==> config.mk <==
export PLATFORM = sky130hd
export DESIGN_NAME = outport_arbiter
export DESIGN_NICKNAME = d
export VERILOG_FILES = /design/src/rtl/outport_arbiter.sv
export SDC_FILE = /design/constraint.sdc
export NUM_CORES = 2
export LEC_CHECK = 0
export ABC_AREA = 0
export CORE_AREA = 2 2 697 699
export DETAILED_ROUTE_END_ITERATION = 8
export DIE_AREA = 0 0 699 701
export PLACE_DENSITY_LB_ADDON = 0.08
export SYNTH_ARGS = -nofsm -noshare
export SYNTH_HDL_FRONTEND = slang
export SYNTH_SLANG_ARGS = --single-unit
==> constraint.sdc <==
create_clock -name clk -period 21.5 [get_ports clk]
set_input_delay 4.3 -clock clk [delete_from_list [all_inputs] [get_ports clk]]
set_output_delay 4.3 -clock clk [all_outputs]
set_load 0.05 [all_outputs]
==> src/rtl/outport_arbiter.sv <==
// Output-port arbiter: round-robin selection among five input switches
// into a single registered output slot with back-pressure and a flit counter.
`timescale 1ns/1ps

module outport_arbiter #(
    parameter int DATA_WIDTH = 288
) (
    input  logic                       clk,
    input  logic                       rst,
    input  logic [4:0][DATA_WIDTH-1:0] req_data,
    input  logic [4:0]                 req_valid,
    output logic [4:0]                 clear,
    output logic [DATA_WIDTH-1:0]      data_out,
    output logic                       data_valid,
    input  logic                       out_busy,
    output logic [31:0]                flit_count
);

    logic [2:0] rr_ptr;
    logic [4:0] eligible;
    logic       transfer;
    logic       slot_free;
    logic       grant;
    logic [2:0] grant_idx;
    logic [2:0] next_ptr;
    logic [3:0] cand_sum;
    logic [2:0] cand;

    // A source whose clear is high still shows valid this cycle; mask it so
    // the same flit is never granted twice.
    always_comb begin
        eligible  = req_valid & ~clear;
        transfer  = data_valid & ~out_busy;
        slot_free = ~data_valid | ~out_busy;
        grant     = 1'b0;
        grant_idx = 3'd0;
        cand_sum  = 4'd0;
        cand      = 3'd0;
        for (int k = 0; k < 5; k++) begin
            cand_sum = {1'b0, rr_ptr} + 4'(k);
            cand     = (cand_sum >= 4'd5) ? 3'(cand_sum - 4'd5) : cand_sum[2:0];
            if (!grant && slot_free && eligible[cand]) begin
                grant     = 1'b1;
                grant_idx = cand;
            end
        end
        next_ptr = (grant_idx == 3'd4) ? 3'd0 : grant_idx + 3'd1;
    end

    always_ff @(posedge clk or posedge rst) begin
        if (rst) begin
            data_out   <= '0;
            data_valid <= 1'b0;
            clear      <= 5'b0;
            rr_ptr     <= 3'd0;
            flit_count <= 32'd0;
        end else begin
            if (transfer) begin
                flit_count <= flit_count + 32'd1;
            end
            if (grant) begin
                data_out   <= req_data[grant_idx];
                data_valid <= 1'b1;
                clear      <= 5'b00001 << grant_idx;
                rr_ptr     <= next_ptr;
            end else begin
                clear <= 5'b0;
                if (transfer) begin
                    data_valid <= 1'b0;
                end
            end
        end
    end

endmodule

After elaboration in Yosys (flattened, before gate mapping)
Index checks and enable logic that the tools add are counted.
- $add $sub $neg: 11
- order comparisons: 11
- eq/ne operators: 1
- shift operators: 1
- mux-type cells: 31
- bitwise logic cells: 6
- reductions and logical operators: 14
- operators with widths (kind ; number):
    $bmux 288 s3 ; 1
    $mux 288 ; 1
    $mux 3 ; 11
    $add 32x1->32 const B ; 1
    $lt 3x4->1 const B ; 6
    $ge 4x3->1 const B ; 4
    $bmux 1 s3 ; 5
    $sub 3x3->3 const B ; 5
    $mux 1 ; 12
    $logic_and 1x1->1 ; 9
    $add 3x2->4 const B ; 2
    $and 5x5->5 ; 1
    $mux 5 ; 1
    $not 5->5 ; 1
    $shl 1x3->5 const A ; 1
    $add 3x1->4 const B ; 1
    $add 3x3->4 const B ; 1
    $logic_not 1->1 ; 4
    $add 3x1->3 const B ; 1
    $eq 3x3->1 const B ; 1
    $ge 3x3->1 const B ; 1
    $not 1->1 ; 2
    $reduce_bool 2->1 ; 1
    $and 1x1->1 ; 1
    $or 1x1->1 ; 1
- register bits after elaboration: 329
- output and inout port bits: 326
- logic and storage cells: 80

Logic depth before layout (Yosys ltp)
- depth in word-level cells: 24
- depth in mapped cells: 18

Least setup slack after synthesis
No wires, ideal clock.
- kind: input to register
- start: input req_valid[0]
- end: register data_out[100]
- library setup time: 126 ps
- data arrival time: 7018 ps
- setup slack: 14356 ps
- stages on the path: 12
- buffers on the path: 2
- path through: nor2b_1 a2111oi_0 a41oi_1 a41o_1 nand3b_1 nor4_1 mux2_2 inv_2 clkbuf_1 clkbuf_1 a21oi_1 o32a_1
- word-level cells in the longest chain between the ends: 23
- elaborated cells on any way between the ends: 36
- ends and longest elaborated chain (what ; line ; RTL):
    from (decl) ; 11 ; input logic [4:0] req_valid,
    $and 5x5->5 (*) ; 32 ; eligible = req_valid & ~clear;
    $bmux 1 s3 ; 42 ; if (!grant && slot_free && eligible[cand]) begin
    $mux 1 (implied by the code) ; 42 ;
    $logic_and 1x1->1 ; 42 ;
    $mux 1 ; 42 ;
    $logic_not 1->1 ; 42 ;
    $logic_and 1x1->1 (2 in series) ; 42 ;
    $mux 1 ; 42 ;
    [4 not listed] ; -- ;
    $logic_not 1->1 ; 42 ;
    $logic_and 1x1->1 (2 in series) ; 42 ;
    $mux 1 ; 42 ;
    $logic_not 1->1 ; 42 ;
    $logic_and 1x1->1 (2 in series) ; 42 ;
    $mux 3 ; 42 ;
    $bmux 288 s3 ; 62 ; data_out <= req_data[grant_idx];
    $mux 288 (implied by the code) ; 62 ;
    to (signal assigned) ; 62 ;
    to (decl) ; 13 ; output logic [DATA_WIDTH-1:0] data_out,
Mark *: on every way between the ends. The rest lies on a longest branch, timed or not. The select of a mux whose other input is x is not followed.
A chain may end at the register's enable or synchronous reset.

Final worst setup path
- start: input req_valid[2]
- end: register data_out[63]
Same word-level chain as after synthesis.

==> impl_metrics.toml <==
[yosys]
yosysTopAreaCell = "dfrtp_1"
syn_area_sq_um = 24360
synth_top_cell_area_share_pct = 33.79
synth-main-ff-cell = "dfrtp_1"
ys_top_cells_by_area = "dfrtp_1 (34%), mux2i_1 (12%), o32a_1 (12%)"
avgSynthCellArea_sq_um = 8.363
synth_cell_types = 62
syn_inst = 2913
synth_edf_count = 0
ys_seq_area_share_pct = 33.79
synthArstFlopShare_pct = 100.0
syn-num-nets = 4376
synth_warnings = 0
synth_seq_cells = 329

[sta]
clock.fmax_ghz = 0.1004
min_period_over_period_pct = 46.31
setup_viol = 0
fin_skew_ns = 0.03631
fin_tns_setup_ns = 0
tightest_slew_ns = 1.157
holdWs_ns = 0.4712
layout_setup_ws_ns = 11.54
hold_viol_final = 0
slew_viol_final = 0
final.min_clock_period_ns = 9.957
maxSlewHeadroom_pct = 20.65
grt_setup_unrepaired = "no"

[cells_and_area]
drive_above_1_share_pct = 3.852
final_core_util_pct = 10.78
nets = 5989
syn_to_final_growth_pct = 113.2

[route]
drtIter0Drc = 1955
remaining_drc_errors = 0
drt_pre_antenna_iters = 5
totalWireLength_mm = 362.5
ant_nets = 0
post_drt_wl_per_cell_microns = 32.77
viasPerCell = 2.968
via_count = 32840

[floorplan]
row_count = 255
die-area_sq_um = 490000
fp.dieH_microns = 701
initial_utilization_pct = 5.057
io_pins = 1774
core_sq_um = 481800
die_x_microns = 699

[worst_hold_path]
min_delay_path_depth = 1
hp-class = "reg2reg"
worst_hold_path.endpoint = "flit_count[31]"
hold_start = "flit_count[31]"

[setup_path]
critPathKind = "in2reg"
cp-start-kind = "primary input"
end_kind = "flip-flop"
required_ns = 22.14
worstRegToRegCells = 17
worst_ep_arrival_time_ns = 10.60
reg2reg_from = "rr_ptr[1]"
crit_fanout = 52
reg2reg_slack_ns = 12.48
timing.rr.end = "data_out[63]"

[run]
cap_violations = 0

[clock_tree]
cts_hold_buffers = 0
clock_sinks = 329
cts_root_buf = "clkbuf_16"
cts_max_path_buffers = 4
ctsResizeCount = 0
cts-htree-levels = 3
clk_pin_slew_ns = 0.05
clock_latency_ns = 0.78
cts_inserted_buffers = 71
cts_tree = "done"
postCtsSetupBuffers = 0

[grt]
grtUsageTotal_pct = 14.19
overflow = 0
grt_pass1_wl_mm = 445.6
grt_start_max_net_pins = 132
first_global_vias = 34640
antenna_found_initial = 346

[place]
finalWeightedCongestion = 0.9006
hpwl_mm = 303.2
placement.io_buffers = 1773
place_ws_ns = 10.58

[status]
status = "complete, no violations"
## per-stage QoR
stage,std cells,instance area (sq um)
2_1_floorplan,2913,24360
3_3_place_gp,10880,49530
3_5_place_dp,10880,49530
4_1_cts,10990,51760
5_1_grt,11010,51800
6_report,11060,51930
## worst max path at each step
stage / startpoint / endpoint / slack (ns) / depth (start not counted)
global route: req_valid[2] / data_out[62] / 11.17 / 14
finish: req_valid[2] / data_out[63] / 11.54 / 14
CTS: req_valid[2] / data_out[68] / 11.47 / 14
global placement: req_valid[3] / data_out[82] / 10.62 / 15
detailed placement: req_valid[2] / data_out[68] / 10.58 / 14
floorplan: rst / clear[0] / 8.09 / 1
## sequential cells by signal, summed over array words and instances (netlist names)
name	cells
data_out	288
data_valid	1
rr_ptr	3
clear	5
flit_count	32
## routing by layer
| layer | vias to the layer above | part of all wire [%] | GRT usage (%) |
|---|---|---|---|
| met5 | - | 0.27 | 0 |
| met4 | 150 | 2.0 | 2.244 |
| met3 | 630 | 7.2 | 4.359 |
| met2 | 1567 | 52 | 26.39 |
| met1 | 16330 | 39 | 16.01 |
| li1 | 14160 | - | - |
## area by class of cell
| class | instances | area [sq um] |
|---|---|---|
| Fill cell | 55780 | 429800 |
| Timing Repair Buffer | 1838 | 18340 |
| Multi-Input combinational cell | 2272 | 14850 |
| Sequential cell | 329 | 8233 |
| Tap cell | 6425 | 8039 |
| Clock buffer | 108 | 2141 |
| Antenna cell | 68 | 170.2 |
| Clock inverter | 8 | 90.09 |
| Inverter | 14 | 75.07 |
## cell families (layout without fill, tap and decap cells)
logic type                 Yosys count  after routing  share of synthesized area, %
and+or+nand+nor                    985            985                         17.47
buffers and inverters              312           1968                         5.536
xor gates and xnor gates            33             33                         1.186
other                                0             68                             0
muxes                              295            295                         12.13
AOI/OAI and AO/OA                  944            944                         29.08
adders and majority gates           15             15                        0.8012
DFF                                329            329                         33.79
## cells in the final DEF (no fill, tap or decap), drive strengths merged, types with 68 or more instances in the layout
cell	synthesis	final
clkbuf	211	108
nand2	599	599
mux2i	293	293
nor3	294	294
o32a	288	288
diode	0	68
clkdlybuf4s50	0	1773
dfrtp	329	329
a21oi	299	299
a21o	290	290
## worst max-delay path: stages
cell and delay [ns]:
clkdlybuf4s50_1 0.53, nor2b_1 0.42, nor4_1 0.10, o32ai_1 0.40, a41o_1 0.40, nand3b_1 0.29
nor3_1 0.14, a32oi_4 0.87, buf_4 0.55, buf_4 0.55, buf_4 0.63, buf_4 0.64
nor3_1 0.14, o32a_1 0.37
## synthesized netlist by cell type (3+ instances only)
cell,count
buf_1,8
o31ai_1,3
o21a_1,3
a31oi_1,5
buf_2,67
a21o_1,290
mux2i_1,293
nand2_1,599
xor2_1,10
a2111oi_0,3
nand3_1,11
ha_1,14
o32a_1,288
o32ai_1,3
a21oi_1,299
buf_6,11
nor2_1,18
dfrtp_1,329
nor4_1,6
a211oi_1,7
inv_1,12
nand3b_1,4
nand4_1,11
o211ai_1,6
nor3_1,294
o21ai_0,10
and4_1,3
nor2b_1,10
nand2b_1,8
clkbuf_1,211
o2111ai_1,3
and2_1,7
and3_1,8
xnor2_1,23
Power is left out: the tool's default activity adds up to more than one toggle a clock period on the data nets, which glitch-free logic cannot reach.
